--- src/rtl/instr_mem_loadable.sv ---
// Run-time loadable instruction memory for the fetch stage: load port, one-cycle
// registered fetch with stall hold, NOP for unwritten/out-of-range words, sticky HALT.
module instr_mem_loadable #(
   parameter int unsigned           ADDR_WIDTH = 5,
   parameter int unsigned           DEPTH      = 32,
   parameter int unsigned           DATA_WIDTH = 32,
   parameter logic [DATA_WIDTH-1:0] NOP_WORD   = 32'h0000_0013,
   parameter logic [DATA_WIDTH-1:0] HALT_WORD  = 32'hFFFF_FFFF
) (
   input  logic                  clk,
   input  logic                  rst,
   input  logic                  load_we,
   input  logic [ADDR_WIDTH-1:0] load_addr,
   input  logic [DATA_WIDTH-1:0] load_data,
   input  logic                  run_start,
   input  logic                  reload,
   input  logic                  fetch_req,
   input  logic [ADDR_WIDTH-1:0] fetch_addr,
   input  logic                  stall,
   output logic [DATA_WIDTH-1:0] instr,
   output logic [ADDR_WIDTH-1:0] instr_addr,
   output logic                  instr_valid,
   output logic                  halted,
   output logic                  loading
);

   typedef enum logic [1:0] {
      ST_LOAD   = 2'd0,
      ST_RUN    = 2'd1,
      ST_HALTED = 2'd2
   } state_t;

   state_t                state_r;
   logic [DATA_WIDTH-1:0] mem_r [DEPTH];
   logic [DEPTH-1:0]      written_r;
   logic                  load_ok_s;
   logic [DATA_WIDTH-1:0] fetch_word_s;

   function automatic logic addr_in_range(input logic [ADDR_WIDTH-1:0] a);
      return (32'(a) < DEPTH);
   endfunction

   // Qualify a load: LOAD state only, in-range address, never while reset is asserted
   always_comb begin
      load_ok_s = 1'b0;
      if (!rst && (state_r == ST_LOAD) && load_we && addr_in_range(load_addr)) begin
         load_ok_s = 1'b1;
      end else begin
         load_ok_s = 1'b0;
      end
   end

   // Word presented to the fetch register; unwritten or out-of-range reads give NOP
   always_comb begin
      fetch_word_s = NOP_WORD;
      if (addr_in_range(fetch_addr)) begin
         if (written_r[fetch_addr]) begin
            fetch_word_s = mem_r[fetch_addr];
         end else begin
            fetch_word_s = NOP_WORD;
         end
      end else begin
         fetch_word_s = NOP_WORD;
      end
   end

   // Storage array; contents survive reset, validity is tracked by written_r
   always_ff @(posedge clk) begin
      if (load_ok_s) begin
         mem_r[load_addr] <= load_data;
      end
   end

   // Per-word written bits, cleared by reset, kept across reload
   always_ff @(posedge clk) begin
      if (rst) begin
         written_r <= {DEPTH{1'b0}};
      end else if (load_ok_s) begin
         written_r[load_addr] <= 1'b1;
      end
   end

   // Mode FSM with registered fetch outputs; reload wins over stall and fetch_req
   always_ff @(posedge clk) begin
      if (rst) begin
         state_r     <= ST_LOAD;
         instr       <= NOP_WORD;
         instr_addr  <= {ADDR_WIDTH{1'b0}};
         instr_valid <= 1'b0;
         halted      <= 1'b0;
      end else begin
         case (state_r)
            ST_LOAD: begin
               if (run_start) begin
                  state_r <= ST_RUN;
               end
               if (!stall) begin
                  instr       <= NOP_WORD;
                  instr_valid <= 1'b0;
               end
            end
            ST_RUN: begin
               if (reload) begin
                  state_r     <= ST_LOAD;
                  instr       <= NOP_WORD;
                  instr_valid <= 1'b0;
                  halted      <= 1'b0;
               end else if (!stall) begin
                  if (fetch_req) begin
                     instr       <= fetch_word_s;
                     instr_addr  <= fetch_addr;
                     instr_valid <= 1'b1;
                     if (fetch_word_s == HALT_WORD) begin
                        halted  <= 1'b1;
                        state_r <= ST_HALTED;
                     end
                  end else begin
                     instr       <= NOP_WORD;
                     instr_valid <= 1'b0;
                  end
               end
            end
            ST_HALTED: begin
               if (reload) begin
                  state_r     <= ST_LOAD;
                  instr       <= NOP_WORD;
                  instr_valid <= 1'b0;
                  halted      <= 1'b0;
               end else if (!stall) begin
                  instr       <= NOP_WORD;
                  instr_valid <= 1'b0;
               end
            end
            default: begin
               state_r     <= ST_LOAD;
               instr       <= NOP_WORD;
               instr_valid <= 1'b0;
               halted      <= 1'b0;
            end
         endcase
      end
   end

   assign loading = (state_r == ST_LOAD);

endmodule

--- config.mk ---
export PLATFORM = sky130hd
export DESIGN_NAME = instr_mem_loadable
export DESIGN_NICKNAME = d
export VERILOG_FILES = /design/src/rtl/instr_mem_loadable.sv
export SDC_FILE = /design/constraint.sdc
export NUM_CORES = 1
export LEC_CHECK = 0
export ABC_AREA = 0
export CAP_MARGIN = 20
export CORE_ASPECT_RATIO = 1.75
export CORE_UTILIZATION = 55
export DETAILED_ROUTE_END_ITERATION = 7
export PLACE_DENSITY = 0.76
export SETUP_SLACK_MARGIN = 0.02
export SYNTH_ARGS = -nofsm -noshare
export SYNTH_HDL_FRONTEND = slang
export SYNTH_SLANG_ARGS = --single-unit
export TNS_END_PERCENT = 30
--- constraint.sdc ---
create_clock -name clk -period 3.7 [get_ports clk]
set_clock_uncertainty 0.1 [all_clocks]
set_input_delay 0.74 -clock clk [delete_from_list [all_inputs] [get_ports clk]]
set_output_delay 0.74 -clock clk [all_outputs]
set_load 0.03 [all_outputs]
==> results of run 1 <==
path summary, 6_finish.rpt:
check	slack, ns	endpoint	from	cells past startpoint
setup / recovery	0.62	loading	state_r[0]	2
hold / removal	0.38	written_r[20]	written_r[20]	2
setup reg to reg	0.95	mem_r[12][8]	state_r[0]	6
hold reg to reg	0.38	written_r[20]	written_r[20]	2
cell type report:
class                           count  area [um^2]  area share, %
Clock inverter                     43          432          0.864
Inverter                            6         25.0         0.0501
Clock buffer                      116         2470           4.95
Tap cell                         1020         1280           2.55
Multi-Input combinational cell   1022         9860           19.7
Sequential cell                  1097        32200           64.5
Antenna cell                        2         5.00         0.0100
Timing Repair Buffer              327         3670           7.35
stage by stage:
stage | hold slack (ns) | instances
2_1_floorplan | 0.335 | 2245
3_3_place_gp | 0.344 | 3467
3_5_place_dp | 0.361 | 3468
4_1_cts | 0.377 | 3627
5_1_grt | 0.394 | 3631
6_report | 0.377 | 3633
logic make-up (layout without fill, tap and decap cells):
| family | after synthesis | in the layout | share of synthesized area (%) |
|---|---|---|---|
| AOI/OAI and AO/OA | 245 | 245 | 4.08 |
| muxes | 405 | 405 | 14.2 |
| DFF | 1097 | 1097 | 75.4 |
| other | 0 | 2 | 0 |
| buffers and inverters | 126 | 492 | 2.16 |
| and+or+nand+nor | 371 | 371 | 4.16 |
| adders and majority gates | 1 | 1 | 0.0234 |
power breakdown:
group	leakage, nW	switching (mW)	internal [mW]
logic	5.50	0.878	0.563
registers	9.80	0.0215	13.6
clock network	1.42	4.25	5.28
state kept, by name, summed over array words and instances, names as in the netlist:
name and count:
halted 1, written_r 32, instr_addr 5, mem_r 1024
state_r 2, instr 32, instr_valid 1
layer usage:
metal | GRT usage (%) | routed length, um
met3 | 6.02 | 11600
met5 | 0 | 22
met4 | 19.5 | 8110
met2 | 49.2 | 57100
met1 | 36.5 | 38500
placed cells by master, fill, tap and decap left out, types with 11 or more instances in the layout:
master / synthesis / final
a22oi_1: 120 / 120
mux4_2: 128 / 128
clkbuf_16: 0 / 94
dfxtp_1: 73 / 73
nor2_4: 0 / 32
o21ai_0: 18 / 18
clkinv_1: 0 / 14
clkinv_2: 0 / 11
buf_4: 27 / 161
o22ai_1: 18 / 18
clkbuf_1: 29 / 17
nor2_1: 150 / 116
nand3_1: 53 / 53
clkdlybuf4s50_1: 0 / 83
edfxtp_1: 1024 / 1024
mux4_1: 25 / 25
buf_12: 4 / 73
mux2i_1: 242 / 242
a21oi_1: 34 / 34
nand4_1: 13 / 13
nand2_1: 74 / 74
worst max-delay path: stages, from the launching register on:
cell and delay, ns:
dfxtp_1 0.73, nor2_1 0.19, clkdlybuf4s50_1 0.64
==> impl_metrics.tcl, run 1 <==
set metrics [dict create \
    cts_root_buffer "clkbuf_16" \
    track_usage_pct 30.1 \
    p_leak_nw 16.7 \
    cts_tree "done" \
    holdBufCountCts 0 \
    setup_violations 0 \
    route.detailed.drc 0 \
    fin_util_pct 65.2 \
    min_period_ns 3.08 \
    synthFlopType "edfxtp_1" \
    placed_area_mm2 0.0469 \
    fin_area_mm2 0.0500 \
    core-area_mm2 0.0766 \
    routed_via_density 6.55 \
    cts_buffer_depth 3 \
    insertion_delay_ns 0.68 \
    place_hpwl_mm 72.4 \
    area_delta_synth_final_pct 16.9 \
    report.final.slew_viol_count 0 \
    grt_pass1_wl_mm 165 \
    die-height_um 371 \
    drtIter0Drc 2914 \
    cp_max_fo 11 \
    async_flop_share_pct 0 \
    cts_htree_levels 3 \
    drive_gt1_share_pct 21.9 \
    grt_max_degree 77 \
    wirelength_mm 115 \
    rsz0062_at_grt "no" \
    synthesis.area_mm2 0.0427 \
    synth_edf_count 1024 \
    cts.sinks 1097 \
    power_density_mw_per_mm2 492 \
    required_ns 2.86 \
    max_freq_mhz 325 \
    numCtsBuffers 88 \
    row_count 134 \
    grt_pass1_vias 24000 \
    post-route-period-util_pct 83.2 \
    synth_common_cells "edfxtp_1, mux2i_1, nor2_1, mux4_2, a22oi_1" \
    ys_seq_area_share_pct 75.4 \
    routedWlPerCell_um 31.8 \
    post_cts_buffers 0 \
    peakVddDrop_mv 0.549 \
    gp_congestion 0.894 \
    finalPower_mw 24.6 \
    ios 89 \
    cts_resized 0 \
    hold_viol 0 \
    antenna_found_initial 3 \
    tightest_slew_ns 1.07 \
    tns_ns 0 \
    synth_top_area_cell "edfxtp_1" \
    initial_utilization_pct 55.8 \
    place_ws_ns 0.0435 \
    syn_nets 2294 \
    fin_nets 2591 \
    critPathKind "flip-flop to primary output" \
    drt-pass1-iter-count 6 \
    maxSlewHeadroom_pct 28.6 \
    die-area_mm2 0.0789 \
    worst_slack_ns 0.621 \
    grt-ovfl-total 0 \
    cap_viol_max_count 0 \
    avgSynthCellArea_um2 19.0 \
    cp-end-kind "primary output" \
    die_x_um 213 \
    crit_arrival_ns 2.24 \
    clk_pin_slew_ns 0.07 \
    fill_cells 4927 \
    status "completed" \
    yosysMostFrequentCell "edfxtp_1" \
    synth_area_leaders "edfxtp_1, mux4_2, mux2i_1, dfxtp_1, a22oi_1" \
    postSynthCellCount 2245 \
    ys_seq_elements 1097 \
    min_path_type "flip-flop to flip-flop" \
    netlist.area_leader.share_pct 71.9 \
    synth_warnings 0 \
    drtAntennaViolNets 0 \
    ys_types 75 \
    portBuffers 88 \
    crit_path_start_kind "flip-flop" \
    via_count 23800 \
]
Note: power is estimated with default switching activity, not from simulation.
==> inputs of run 2 (changes only) <==
==> constraint.sdc (replaced) <==
create_clock -name clk -period 2.6 [get_ports clk]
set_clock_uncertainty 0.1 [all_clocks]
set_input_delay 0.52 -clock clk [delete_from_list [all_inputs] [get_ports clk]]
set_output_delay 0.52 -clock clk [all_outputs]
set_load 0.03 [all_outputs]
==> impl_metrics.tcl, run 2 (synthesis gave the netlist of run 1 again) <==
set metrics [dict create \
    status "completed" \
    peakVddDrop_mv 0.645 \
    layout_common_cells "edfxtp_1, buf_4, mux2i_1, mux4_2, a22oi_1" \
    crit_arrival_ns 3.03 \
    hold_path_end "instr_addr[1]" \
    drtIter0Drc 3179 \
    largest_reg_flops 1024 \
    final_common_cell "edfxtp_1" \
    report.final.slew_viol_count 0 \
    wirelength_mm 122 \
    routedWlPerCell_um 32.2 \
    via_count 24600 \
    drt-pass1-iter-count 7 \
    regMostFlops "mem_r" \
    area_delta_synth_final_pct 20.1 \
    p_leak_nw 17.5 \
    initial_utilization_pct 55.8 \
    die-height_um 371 \
    route.detailed.drc 0 \
    critPathKind "input port to flip-flop" \
    insertion_delay_ns 0.69 \
    portBuffers 88 \
    cts.sinks 1097 \
    die-area_mm2 0.0789 \
    hold_path.startpoint "fetch_addr[1]" \
    antenna_cells 0 \
    cp-end-kind "flip-flop" \
    tightest_slew_ns 0.993 \
    track_usage_pct 31.7 \
    row_count 134 \
    min_period_ns 2.56 \
    r2r_slack_ns 0.05 \
    routed_via_density 6.50 \
    setup_violations 0 \
    antenna_found_initial 1 \
    finalPower_mw 36.0 \
    required_ns 3.07 \
    maxSlewHeadroom_pct 33.6 \
    drtAntennaViolNets 0 \
    post-route-period-util_pct 98.3 \
    dp.cells 3602 \
    grt_pass1_vias 25100 \
    cts_root_buffer "clkbuf_16" \
    clk_pin_slew_ns 0.07 \
    hold_viol 0 \
    power_density_mw_per_mm2 701 \
    cts_buffer_depth 3 \
    cp_max_fo 12 \
    place_hpwl_mm 77.7 \
    drive_gt1_share_pct 27.3 \
    cap_viol_max_count 0 \
    cts_htree_levels 3 \
    fin_nets 2735 \
    die_x_um 213 \
    r2r-start "mem_r[22][31]" \
    grt_max_degree 77 \
    stdcell_count 3779 \
    ios 89 \
    grt-ovfl-total 0 \
    worstRegToRegCells 8 \
    gp_congestion 0.920 \
    numCtsBuffers 89 \
    holdBufCountCts 0 \
    core-area_mm2 0.0766 \
    min_path_type "input port to flip-flop" \
    crit_path_start_kind "input port" \
    hold_depth 3 \
    max_freq_mhz 391 \
    cts_tree "done" \
    reg_top3 "mem_r: 1024 flops, instr: 32 flops, written_r: 32 flops" \
    reg2reg_to "state_r[1]" \
    rsz0062_at_grt "yes" \
    grt_pass1_wl_mm 173 \
]
## run 2: cell count changes in the layout (fill, tap and decap cells not counted), sizes merged, moves of 2 or more
| cell | change |
|---|---|
| clkinvlp | +3 |
| diode | -2 |
| bufinv | +7 |
| clkinv | +3 |
| buf | +144 |
| clkbuf | -9 |
## run 2: how the worst max path moves through the flow
stage             startpoint    endpoint  cells past startpoint
2_1_floorplan  fetch_addr[1]  state_r[0]                     13
3_3_place_gp   fetch_addr[1]  state_r[0]                     13
4_1_cts          mem_r[9][4]  state_r[1]                      9
3_5_place_dp   fetch_addr[1]  state_r[0]                     13
6_report       fetch_addr[0]  state_r[1]                     12
5_1_grt        fetch_addr[1]  state_r[1]                     12
## run 2: timing repair
item                       CTS  global route
pin swaps                    8             6
buffers inserted             6             8
gates cloned                 0             0
gates resized for setup     21            30
setup endpoints to repair   34            31
## run 2: through the flow
stage          util (%)  TNS [ns]  hold WS, ns  cell area [um^2]  setup WS, ns
2_1_floorplan         -    -50.30        0.335             42900        -0.123
3_3_place_gp       62.6    -54.14        0.344             48000         -1.02
3_5_place_dp       62.6    -72.26        0.351             48000         -1.14
4_1_cts            66.8   -0.0129        0.133             51200       -0.0119
5_1_grt            67.0   -0.0557        0.135             51300       -0.0278
6_report           67.0         0        0.111             51300        0.0434
## run 2: layer usage
metal / track usage, % / vias up / share of wire [%]
li1: - / 9983 / -
met1: 37.9 / 12400 / 33
met2: 52.2 / 1703 / 50
met3: 4.85 / 447 / 8.8
met4: 22.9 / 0 / 8.2
met5: 0 / - / 0
## run 2: layout make-up
cell class,instances,area (um^2)
multi-input combinational,1022,10000
clock inverter,56,733
timing repair buffer,470,4740
tap,1020,1280
clock buffer,108,2340
sequential,1097,32200
fill,4833,25300
inverter,6,25.0
## run 2: power by group
group	total [mW]	internal, mW	switching, mW
combinational	2.39	1.01	1.38
clock	14.3	7.99	6.28
sequential	19.4	19.3	0.0245
## run 2: worst max-delay path: stages
cell and delay [ns]:
buf_6 0.15, buf_4 0.22, nor2b_2 0.21, buf_12 0.18
a22oi_1 0.17, nand3_1 0.21, o21ai_0 0.42, o22ai_1 0.19
nor4_4 0.34, buf_4 0.15, nand4_1 0.13, o41ai_1 0.10
